--- src/rtl/bp_me_mem_cmd_arbiter.sv ---
// Memory command arbiter: round-robin shares one bp_mem port among several
// cache engines. An in-order FIFO of requester IDs steers each memory
// response back to the requester that issued the matching command.
// There are no registers on the command or response data paths.
module bp_me_mem_cmd_arbiter #(
    parameter int num_req_p         = 2,
    parameter int msg_width_p       = 128,
    parameter int max_outstanding_p = 4
) (
    input  logic                             clk_i,
    input  logic                             reset_n_i,

    input  logic [num_req_p*msg_width_p-1:0] req_cmd_i,
    input  logic [num_req_p-1:0]             req_cmd_v_i,
    output logic [num_req_p-1:0]             req_cmd_ready_o,
    output logic [msg_width_p-1:0]           req_resp_o,
    output logic [num_req_p-1:0]             req_resp_v_o,
    input  logic [num_req_p-1:0]             req_resp_yumi_i,

    output logic [msg_width_p-1:0]           mem_cmd_o,
    output logic                             mem_cmd_v_o,
    input  logic                             mem_cmd_ready_i,
    input  logic [msg_width_p-1:0]           mem_resp_i,
    input  logic                             mem_resp_v_i,
    output logic                             mem_resp_yumi_o,

    output logic                             idle_o,
    output logic                             err_o
);

    localparam int id_w_lp = (num_req_p > 1) ? $clog2(num_req_p) : 1;
    localparam int lg_lp   = $clog2(max_outstanding_p);

    logic [id_w_lp-1:0] ptr_r;
    logic [id_w_lp-1:0] grant;
    logic [id_w_lp-1:0] grant_nxt;
    logic               any_v;
    logic               fire;

    logic [id_w_lp-1:0] id_mem_r [max_outstanding_p];
    logic [lg_lp-1:0]   wr_ptr_r;
    logic [lg_lp-1:0]   rd_ptr_r;
    logic [lg_lp:0]     count_r;
    logic               full;
    logic               empty;
    logic [id_w_lp-1:0] head;
    logic               resp_ok;
    logic               pop;
    logic               err_r;

    assign full  = (count_r == (lg_lp+1)'(max_outstanding_p));
    assign empty = (count_r == '0);
    assign any_v = |req_cmd_v_i;
    assign head  = id_mem_r[rd_ptr_r];

    // Cyclic priority search: first valid requester at index >= ptr.
    always_comb begin : grant_search
        logic [id_w_lp:0] idx;
        logic             found;
        grant = '0;
        found = 1'b0;
        idx   = '0;
        for (int k = 0; k < num_req_p; k++) begin
            idx = {1'b0, ptr_r} + (id_w_lp+1)'(k);
            if (idx >= (id_w_lp+1)'(num_req_p))
                idx = idx - (id_w_lp+1)'(num_req_p);
            if (!found && req_cmd_v_i[idx[id_w_lp-1:0]]) begin
                grant = idx[id_w_lp-1:0];
                found = 1'b1;
            end
        end
    end

    // Full blocks issue even if a pop lands this cycle; keeps ready off the
    // response-yumi path.
    assign mem_cmd_v_o = reset_n_i & any_v & ~full;
    assign mem_cmd_o   = req_cmd_i[grant*msg_width_p +: msg_width_p];
    assign fire        = mem_cmd_v_o & mem_cmd_ready_i;
    assign grant_nxt   = (grant == id_w_lp'(num_req_p-1)) ? '0 : grant + 1'b1;

    // Acceptance handshake back to the granted requester only.
    always_comb begin
        req_cmd_ready_o = '0;
        if (fire)
            req_cmd_ready_o[grant] = 1'b1;
    end

    // Response steering: one-hot valid to the requester at the FIFO head.
    assign resp_ok    = reset_n_i & mem_resp_v_i & ~empty;
    assign req_resp_o = mem_resp_i;

    always_comb begin
        req_resp_v_o = '0;
        if (resp_ok)
            req_resp_v_o[head] = 1'b1;
    end

    assign mem_resp_yumi_o = resp_ok & req_resp_yumi_i[head];
    assign pop             = mem_resp_yumi_o;
    assign idle_o          = empty;
    assign err_o           = err_r;

    // Round-robin pointer advances past the winner on each issued command.
    always_ff @(posedge clk_i or negedge reset_n_i) begin
        if (!reset_n_i)
            ptr_r <= '0;
        else if (fire)
            ptr_r <= grant_nxt;
    end

    // ID storage; contents are meaningless while the count says empty.
    always_ff @(posedge clk_i) begin
        if (fire)
            id_mem_r[wr_ptr_r] <= grant;
    end

    // FIFO pointers and occupancy; pointers wrap naturally at log2 depth.
    always_ff @(posedge clk_i or negedge reset_n_i) begin
        if (!reset_n_i) begin
            wr_ptr_r <= '0;
            rd_ptr_r <= '0;
            count_r  <= '0;
        end else begin
            if (fire)
                wr_ptr_r <= wr_ptr_r + 1'b1;
            if (pop)
                rd_ptr_r <= rd_ptr_r + 1'b1;
            case ({fire, pop})
                2'b10:   count_r <= count_r + 1'b1;
                2'b01:   count_r <= count_r - 1'b1;
                default: count_r <= count_r;
            endcase
        end
    end

    // Sticky error: memory presented a response with nothing outstanding.
    always_ff @(posedge clk_i or negedge reset_n_i) begin
        if (!reset_n_i)
            err_r <= 1'b0;
        else if (mem_resp_v_i && empty)
            err_r <= 1'b1;
    end

endmodule
--- config.mk ---
export PLATFORM = sky130hd
export DESIGN_NAME = bp_me_mem_cmd_arbiter
export DESIGN_NICKNAME = d
export VERILOG_FILES = /design/src/rtl/bp_me_mem_cmd_arbiter.sv
export SDC_FILE = /design/constraint.sdc
export NUM_CORES = 1
export LEC_CHECK = 0
export BUFFER_PORTS_ARGS = -buffer_cell sky130_fd_sc_hd__buf_2
export CORE_AREA = 2 2 253 255
export CTS_CLUSTER_DIAMETER = 30
export DETAILED_ROUTE_END_ITERATION = 7
export DIE_AREA = 0 0 255 257
export PLACE_DENSITY_LB_ADDON = 0.12
export SYNTH_ARGS = -nofsm -noshare
export SYNTH_HDL_FRONTEND = slang
export SYNTH_SLANG_ARGS = --single-unit
export TNS_END_PERCENT = 100
--- constraint.sdc ---
create_clock -name clk_i -period 2.3 [get_ports clk_i]
set_input_delay 0.46 -clock clk_i [delete_from_list [all_inputs] [get_ports clk_i]]
set_output_delay 0.46 -clock clk_i [all_outputs]
set_load 0.03 [all_outputs]
==> run_results.csv, run 1 <==
group,metric,value,unit
run_status,outcome,"complete, no violations",
timing,finalSetupTns,0,ns
power_and_ir_drop,ir_drop,0.224,mV
timing,drv_slew,0,
drt,wl_per_cell,11.8,microns
drt,vias,4582,
placed_design,post-dp-hpwl,17.4,mm
cts,ctsHoldBuffers,0,
worst_setup_path,cp_data_arrival_time,1.75,ns
grt,track_usage,5.44,%
cts,numCtsBuffers,3,
drt,first_pass_iters,4,
placed_design,port_buffers,399,
cells_and_area,layout.nets,1300,
power_and_ir_drop,p_total,0.00362,W
worst_setup_path,regToRegEndpoint,"count_r[2]",
die,die_w,255,microns
worst_setup_path,path_delay_family,"buffers and inverters",
worst_setup_path,cpPeakStageDelay,0.40,ns
worst_setup_path,cp-start-kind,"flop",
worst_setup_path,cp-endpoint,"mem_cmd_o[36]",
worst_setup_path,r2r.worst_path.cells,10,
logic_synthesis,synthesis.area,0.00328,sq mm
worst_setup_path,end_kind,"output port",
placed_design,post-place-ws,0.0528,ns
worst_setup_path,worstPathBufferInverterCount,5,
cts,cts_sinks,13,
timing,rsz0062_at_grt,"false",
worst_setup_path,rr_startpoint,"rd_ptr_r[1]",
grt,antenna_found_initial,0,
logic_synthesis,syn-num-nets,999,
timing,fmax,0.452,GHz
worst_setup_path,worstPathMaxFanout,33,
drt,wl,20.6,mm
logic_synthesis,syn_avg_cell_area,5.46,sq um
placed_design,place.gp.congestion,0.768,
worst_setup_path,r2r_slack,0.17,ns
logic_synthesis,synthCells,601,
drt,drc_errors,0,
die,io_pins,656,
cts,clock_latency,0.24,ns
die,rows,92,
power_and_ir_drop,powerDensity,608,mW/mm^2
cells_and_area,areaGrowthSynthToFinish,81.4,%
flow_run,maxCapViolations,0,
timing,min_period_over_period,96.1,%
grt,grt_pass1_vias,4700,
min_path,holdCritPathClass,"input port to async pin",
timing,setup_ws,0.0887,ns
logic_synthesis,synth_seq_cells,13,
drt,detail-route-antenna-nets,0,
logic_synthesis,synth_cell_type_count,27,
timing,min_period,2.21,ns
worst_setup_path,cp_num_cells,8,
timing,setup_viol,0,
grt,grt_pass1_wl,26.9,mm
cts,clock-root-buffer,"clkbuf_16",
timing,finalHoldViolations,0,
worst_setup_path,cp_cell_sequence,"o21ai_4 > buf_12 > inv_4 > buf_12 > buf_6 > nand2_1 > nand2_1 > buf_2",
cells_and_area,antenna_cells,0,
grt,grt-ovfl-total,0,
power_and_ir_drop,leakagePower,3.46,nW
grt,busiest_layer,"met2",
timing,skew,0.00340,ns
cts,clk_pin_slew,0.05,ns
logic_synthesis,ys_seq_area_share,10.5,%
worst_setup_path,crit_type,"flop to output port",
drt,via_per_inst,2.62,
grt,use_met1,4.90,%
die,initial_core_util,5.23,%
die,die_h,257,microns
timing,relSlewSlack,82.0,%
worst_setup_path,cp.required,1.84,ns
cts,htree_num_levels,1,
logic_synthesis,yosysWarnings,0,
cells_and_area,drive_above_1_share,52.2,%
worst_setup_path,setup.worst_path.start,"ptr_r",
timing,tightest_slew,0.268,ns
die,fp.coreArea,0.0627,sq mm
cts,cts_max_path_buffers,2,
grt,grt_util_met3,2.22,%
grt,grt_max_degree,37,
worst_setup_path,slowest_stage,"dfrtp_1",
grt,met2_usage,10.3,%
cts,tritoncts,"built",
die,die_area,0.0655,sq mm
drt,drtIter0Drc,117,
## layout by cell type (no fill, tap or decap)
master and count:
inv_4 1, mux2i_2 4, dfrtp_2 1, inv_1 7, buf_4 41, clkbuf_4 2
o21ai_0 1, a21o_1 1, fa_1 1, clkbuf_1 1, buf_2 397, buf_6 1
clkbuf_16 6, nor2b_1 1, a31oi_4 1, nor2_1 4, mux2_4 1, xor2_1 3
dfrtp_1 8, ha_1 4, nor3b_2 1, edfxtp_1 4, xnor2_1 2, and3_1 4
buf_16 2, nand2_1 384, nand2_4 1, o31ai_1 1, nor3_2 1, buf_12 6
o21ai_1 1, o21ai_4 1, nand3b_4 1, mux2i_1 4, ha_4 1, nor2_4 1
## cells in the mapped netlist (all sizes together)
cell / n / share of area, %
dfrtp: 9 / 6.9
nor3: 1 / 0.15
mux2: 1 / 0.46
nand3b: 1 / 0.61
edfxtp: 4 / 3.7
nor2b: 1 / 0.19
buf: 147 / 32
o21ai: 3 / 0.57
fa: 1 / 0.61
inv: 8 / 0.92
nand2: 385 / 44
nor3b: 1 / 0.38
a21o: 1 / 0.23
xnor2: 2 / 0.53
mux2i: 8 / 2.4
ha: 5 / 1.9
and3: 4 / 0.76
a31oi: 1 / 0.65
o31ai: 1 / 0.23
xor2: 3 / 0.80
clkbuf: 9 / 1.0
nor2: 5 / 0.57
## per-layer routing
layer  share of wire, %  wire [microns]
met5                  0               0
met3                 12            2470
met2                 50           10300
met4                4.6             942
met1                 34            6960
## how the worst min path moves through the flow
stage	from	end	slack [ns]	cells after the start
2_1_floorplan	reset_n_i	count_r[0]	0.16	0
3_3_place_gp	reset_n_i	ptr_r	0.44	2
3_5_place_dp	reset_n_i	ptr_r	0.43	2
4_1_cts	reset_n_i	ptr_r	0.17	2
5_1_grt	reset_n_i	ptr_r	0.18	2
6_report	reset_n_i	ptr_r	0.17	2
## repair_timing
action | CTS | global route
buffers inserted | 0 | 6
resized for setup | 0 | 12
endpoints found under the setup margin | 0 | 31
## per-stage QoR
step	instance area [sq um]	util (%)	cells	hold WS, ns
after CTS	5780	9.21	1738	0.173
after detailed placement	5700	9.09	1734	0.428
final	5950	9.49	1747	0.171
after global placement	5700	9.09	1734	0.440
after global routing	5950	9.49	1747	0.178
after floorplan	3290	-	601	0.164
## state kept, by name, indices dropped and copies added, names as in the netlist
signal / count
rd_ptr_r: 2
id_mem_r: 4
err_o: 1
ptr_r: 1
wr_ptr_r: 2
count_r: 3
## where the power goes
| part | switching (W) | leakage (nW) | internal (W) |
|---|---|---|---|
| Combinational | 0.00179 | 3.29 | 0.00108 |
| Sequential | 0.0000924 | 0.139 | 0.000332 |
| Clock | 0.0000941 | 0.0382 | 0.000234 |
| Total | 0.00198 | 3.46 | 0.00164 |
## logic make-up (layout without fill, tap and decap cells)
kind of cell	count (synthesis)	count (layout)	synth area share (%)
mux	9	9	2.90
flops	13	13	10.5
compound gates	6	6	1.68
fa+ha+maj	6	6	2.52
xor+xnor	5	5	1.33
buf+inv	164	464	34.1
simple gates	398	398	46.9
## cell type report
class | instances | area [sq um]
flip-flops and latches | 13 | 347
fillers | 7466 | 56800
inverters | 8 | 32.5
multi-input cells | 424 | 1860
repair buffers | 452 | 2570
well taps | 846 | 1060
clock buffers | 4 | 78.8
## worst register-to-register path: stages, from the launching register on
cell	delay, ns
dfrtp_2	0.40
mux2i_2	0.27
mux2i_2	0.13
mux2i_2	0.18
nor2_4	0.12
ha_4	0.14
inv_1	0.04
fa_1	0.36
xor2_1	0.15
nor2_1	0.12
xor2_1	0.14
Power figures use the tool's default switching activity.
==> inputs of run 2 (changes only) <==
==> constraint.sdc (replaced) <==
create_clock -name clk_i -period 2.28 [get_ports clk_i]
set_input_delay 0.456 -clock clk_i [delete_from_list [all_inputs] [get_ports clk_i]]
set_output_delay 0.456 -clock clk_i [all_outputs]
set_load 0.05 [all_outputs]
==> run 2 against run 1 <==
  * Via count fell by 1.5%
  * Critical path depth fell by 2
  * Wire length rose by 10%
  * Design area fell by 2.2%
  * Largest cell class unchanged
  * Sequential share of layout area rose by 0.11 points
  * Worst hold slack got worse by 0.015 ns
  * Setup slack got worse by 0.0051 ns
  * Clock power barely moved
  * Count of clock-buffer cells in the layout did not move
  * Register-to-register slack barely moved
  * Flip-flop and latch count did not move
  * Combinational power rose by 18%
==> run_results.csv, run 2 (synthesis results as in run 1) <==
group,metric,value,unit
drt,drtIter0Drc,145,
die,die_w,255,microns
power_and_ir_drop,ir_drop,0.233,mV
cells_and_area,areaGrowthSynthToFinish,77.4,%
grt,grt_pass1_vias,4797,
cells_and_area,drive_above_1_share,51.2,%
drt,detail-route-antenna-nets,0,
timing,setup_ws,0.0836,ns
placed_design,post-dp-hpwl,20.5,mm
drt,via_per_inst,2.61,
cells_and_area,layout.nets,1284,
die,initial_core_util,5.23,%
worst_setup_path,cp.required,1.82,ns
cells_and_area,antenna_cells,0,
grt,grt-ovfl-total,0,
drt,dr.max_layer_used,"met4",
timing,skew,0.000788,ns
cts,numCtsBuffers,3,
worst_setup_path,worstPathMaxFanout,3,
timing,relSlewSlack,82.9,%
cts,ctsHoldBuffers,0,
worst_setup_path,cp-start-kind,"flop",
worst_setup_path,cp_cell_sequence,"mux2i_2 > mux2i_2 > mux2i_1 > nor2_4 > buf_4 > buf_2",
cells_and_area,layout_commonest_cell,"nand2_1",
cells_and_area,final_area,0.00582,sq mm
timing,tightest_slew,0.249,ns
cts,cts_setup_buffers,0,
worst_setup_path,end_kind,"output port",
placed_design,place_area,0.00566,sq mm
timing,min_period_over_period,96.3,%
cts,htree_num_levels,1,
drt,met2_length,11.9,mm
cts,clock_latency,0.24,ns
cts,cts_max_path_buffers,2,
drt,met3_length,3.49,mm
drt,wl_per_cell,13.1,microns
drt,wl,22.7,mm
die,fp.coreArea,0.0627,sq mm
cells_and_area,largest_register_ffs,4,
cts,tritoncts,"built",
timing,setup_viol,0,
power_and_ir_drop,powerDensity,713,mW/mm^2
worst_setup_path,crit_top_cell,"mux2i_2",
drt,first_pass_iters,4,
drt,drc_errors,0,
die,io_pins,656,
timing,min_period,2.20,ns
placed_design,port_buffers,399,
die,die_h,257,microns
power_and_ir_drop,leakagePower,3.37,nW
cells_and_area,final_cells,1731,
worst_setup_path,cpPeakStageDelay,0.42,ns
timing,drv_slew,0,
cts,cts_sinks,13,
drt,vias,4513,
min_path,holdCritPathClass,"input port to async pin",
die,rows,92,
timing,holdWs,0.156,ns
cells_and_area,reg.largest.list,"id_mem_r (4), count_r (3)",
cells_and_area,top_register,"id_mem_r",
power_and_ir_drop,p_total,0.00415,W
die,die_area,0.0655,sq mm
timing,fmax,0.455,GHz
drt,m1WireLength,6.62,mm
placed_design,post-place-ws,-0.0206,ns
worst_setup_path,slowest_stage,"dfrtp_1",
worst_setup_path,worstPathBufferInverterCount,2,
grt,grt_pass1_wl,30.3,mm
grt,grt_max_degree,31,
worst_setup_path,crit_type,"flop to output port",
placed_design,place.gp.congestion,0.729,
run_status,outcome,"complete, no violations",
flow_run,maxCapViolations,0,
timing,finalHoldViolations,0,
cells_and_area,mostFrequentLayoutCells,"nand2_1 (384), buf_2 (373), buf_4 (32), clkbuf_4 (22), dfrtp_1 (9)",
cts,clk_pin_slew,0.05,ns
worst_setup_path,cp_data_arrival_time,1.74,ns
cts,clock-root-buffer,"clkbuf_16",
placed_design,dp_cells,1727,
grt,track_usage,6.27,%
worst_setup_path,path_delay_family,"multiplexers",
grt,antenna_found_initial,0,
-- run 2: cell count changes in the layout (fill, tap and decap cells not counted), sizes merged --
cell | previous run | this run
clkbuf | 9 | 26
buf | 447 | 414
-- run 2: worst paths after layout --
kind	startpoint	endpoint	slack, ns	cells past startpoint
worst max-delay path	rd_ptr_r[1]	mem_resp_yumi_o	0.08	6
worst min-delay path	reset_n_i	err_o	0.16	2
worst max register to register	rd_ptr_r[1]	count_r[2]	0.16	10
worst min register to register	err_o	err_o	0.44	1
max in group asynchronous	reset_n_i	wr_ptr_r[0]	2.00	2
min in group clk_i	err_o	err_o	0.44	1
-- run 2: final cells by class --
class,count,area [sq um]
clock buffer,4,78.8
fill,7523,56900
tap,846,1060
timing repair buffer,436,2430
sequential,13,345
multi-input combinational,424,1870
inverter,8,35.0
-- run 2: what timing repair did --
| action | 4_1_cts | 5_1_grt |
|---|---|---|
| pin swaps | 0 | 2 |
| gates cloned | 0 | 0 |
| setup endpoints to repair | 9 | 98 |
| resized for setup | 2 | 28 |
-- run 2: routing by layer --
metal / GRT usage [%] / vias up
met5: 0 / -
met4: 1.77 / 0
met3: 3.02 / 12
met2: 13.0 / 436
met1: 5.02 / 1824
li1: - / 2241
-- run 2: per-stage QoR --
step | utilization [%] | TNS [ns]
2_1_floorplan | - | -0.0390
3_5_place_dp | 9.02 | -0.0206
3_3_place_gp | 9.02 | -0.0307
5_1_grt | 9.28 | -0.00154
4_1_cts | 9.16 | -0.0742
6_report | 9.28 | 0
-- run 2: where the power goes --
| group | total [W] | internal [W] | switching, W |
|---|---|---|---|
| Clock | 0.000329 | 0.000236 | 0.0000932 |
| Sequential | 0.000436 | 0.000333 | 0.000103 |
| Combinational | 0.00339 | 0.00102 | 0.00237 |
| Total | 0.00415 | 0.00158 | 0.00257 |
-- run 2: worst reg2reg max path, cell delays in order, from the launching register on --
cell     delay, ns
dfrtp_1       0.41
mux2i_2       0.28
mux2i_2       0.12
mux2i_1       0.16
nor2_4        0.13
ha_4          0.14
inv_1         0.05
fa_2          0.33
xor2_1        0.14
nor2_1        0.12
xor2_1        0.15
==> inputs of run 3 (changes only) <==
Settings changed: SETUP_SLACK_MARGIN from default to 0.2, SLEW_MARGIN from default to 20.
==> run 3 against run 2 <==
  * Clock power increased by 5%
  * Utilization increased by 1.8 points
  * Design area up 19%
  * Global-route usage decreased by 0.12 points
  * Wire length increased by 4.5%
  * Setup slack improved by 0.022 ns
  * Largest cell class unchanged
  * Largest power group unchanged
==> run_results.csv, run 3 (synthesis results as in run 1) <==
group,metric,value,unit
run_status,outcome,"complete, no violations",
drt,vias,4715,
timing,min_period_over_period,95.4,%
power_and_ir_drop,ir_drop,0.238,mV
cts,htree_num_levels,1,
timing,tightest_slew,0.278,ns
cells_and_area,mostFrequentLayoutCells,"nand2_1 (356), buf_2 (280), buf_6 (107), buf_4 (31), nand2_2 (23)",
worst_setup_path,cp_data_arrival_time,1.72,ns
die,initial_core_util,5.23,%
power_and_ir_drop,power_frac_clock,6.9,%
min_path,holdCritPathClass,"input port to async pin",
drt,drtIter0Drc,96,
timing,min_period,2.17,ns
grt,grt_pass1_wl,29.6,mm
timing,fmax,0.460,GHz
worst_setup_path,slowest_stage,"dfrtp_1",
cts,clk_pin_slew,0.05,ns
drt,first_pass_iters,4,
cells_and_area,areaGrowthSynthToFinish,111,%
die,die_area,0.0655,sq mm
cells_and_area,layout.nets,1295,
cells_and_area,final_cells,1742,
power_and_ir_drop,seqPwrFrac,8.8,%
power_and_ir_drop,p_switching,0.00285,W
grt,grt_max_degree,27,
power_and_ir_drop,swShare,56.7,%
power_and_ir_drop,intPower,0.00218,W
cts,cts_sinks,13,
die,die_w,255,microns
timing,rsz0062_at_grt,"true",
grt,grt-ovfl-total,0,
cells_and_area,reg.largest.list,"id_mem_r (4), count_r (3)",
worst_setup_path,end_kind,"output port",
die,io_pins,656,
flow_run,maxCapViolations,0,
drt,detail-route-antenna-nets,0,
cells_and_area,largest_register_ffs,4,
placed_design,dp_cells,1721,
cts,clock_latency,0.25,ns
cells_and_area,finish.utilization,11.1,%
placed_design,post-dp-hpwl,17.8,mm
cts,tritoncts,"built",
worst_setup_path,crit_type,"flop to output port",
timing,drv_slew,0,
power_and_ir_drop,combPwrFrac,84.3,%
cts,clock-root-buffer,"clkbuf_16",
worst_setup_path,worstPathMaxFanout,8,
die,die_h,257,microns
worst_setup_path,cpPeakStageDelay,0.41,ns
cells_and_area,top_register,"id_mem_r",
drt,via_per_inst,2.71,
drt,wl_per_cell,13.6,microns
grt,track_usage,6.15,%
worst_setup_path,cp.required,1.82,ns
timing,setup_viol,0,
cells_and_area,layout_commonest_cell,"nand2_1",
placed_design,place.gp.congestion,0.748,
worst_setup_path,cp_cell_sequence,"o21ai_4 > buf_12 > inv_16 > buf_16 > clkbuf_16 > nand2_1 > nand2_1 > buf_6",
timing,holdWs,0.0378,ns
worst_setup_path,crit_top_cell,"nand2_1",
cts,ctsHoldBuffers,0,
cts,numCtsBuffers,3,
power_and_ir_drop,leakagePower,3.76,nW
worst_setup_path,cp-start-kind,"flop",
cts,cts_max_path_buffers,2,
drt,wl,23.7,mm
cells_and_area,drive_above_1_share,55.5,%
timing,finalHoldViolations,0,
cells_and_area,antenna_cells,0,
drt,drc_errors,0,
grt,antenna_found_initial,2,
die,rows,92,
power_and_ir_drop,powerDensity,724,mW/mm^2
timing,finalSetupTns,0,ns
timing,skew,0.00629,ns
die,fp.coreArea,0.0627,sq mm
timing,relSlewSlack,81.5,%
worst_setup_path,r2r.worst_path.cells,10,
grt,grt_pass1_vias,4842,
placed_design,port_buffers,399,
## run 3: worst max-delay path: cells and delay by family, from the launching register on
family                 cells  cell delay [ns]
AOI/OAI and AO/OA          1             0.17
and+or+nand+nor            2             0.13
buffers and inverters      5             0.71
DFF                        1             0.41
## run 3: path summary, 6_finish.rpt
kind                              from            end  slack [ns]
max                              ptr_r  mem_cmd_o[63]        0.11
min                          reset_n_i          err_o        0.04
max reg2reg                rd_ptr_r[1]     count_r[2]        0.19
min reg2reg                      err_o          err_o        0.45
max in group asynchronous    reset_n_i          ptr_r        1.91
min in group clk_i               err_o          err_o        0.45
## run 3: power groups by stage
| stage | Combinational (W) | Sequential (W) | Clock [W] |
|---|---|---|---|
| floorplan | 0.00286 | 0.000447 | 0 |
| detailed placement | 0.00338 | 0.000443 | 0 |
| CTS | 0.00380 | 0.000438 | 0.000359 |
| global placement | 0.00343 | 0.000443 | 0 |
| finish | 0.00424 | 0.000443 | 0.000345 |
| global route | 0.00452 | 0.000454 | 0.000373 |
## run 3: cell type report
type / count / area, sq um
Fill cell: 7370 / 55800
Inverter: 8 / 46.3
Tap cell: 846 / 1060
Clock buffer: 4 / 78.8
Sequential cell: 13 / 347
Multi-Input combinational cell: 424 / 1970
Timing Repair Buffer: 447 / 3430
## run 3: metal layers
layer | vias up | global-route usage (%) | share of wire, %
met2 | 374 | 12.3 | 53
met5 | - | 0 | 0
met3 | 68 | 2.03 | 10
met1 | 2008 | 5.30 | 32
met4 | 0 | 3.09 | 5.4
li1 | 2265 | - | -
## run 3: what timing repair did
| item | in CTS | in global routing |
|---|---|---|
| gates resized for setup | 144 | 168 |
| setup endpoints to repair | 133 | 132 |
| gates cloned | 3 | 6 |
| pin swaps | 1 | 9 |
| setup buffers | 1 | 7 |
## run 3: metrics by stage
stage,cell area (sq um),total power [W],setup WS [ns]
6_report,6940,0.00503,0.106
5_1_grt,6940,0.00534,0.0188
4_1_cts,6240,0.00459,0.0648
3_5_place_dp,5640,0.00382,0.0914
3_3_place_gp,5640,0.00387,0.0919
2_1_floorplan,3320,0.00331,-0.0318
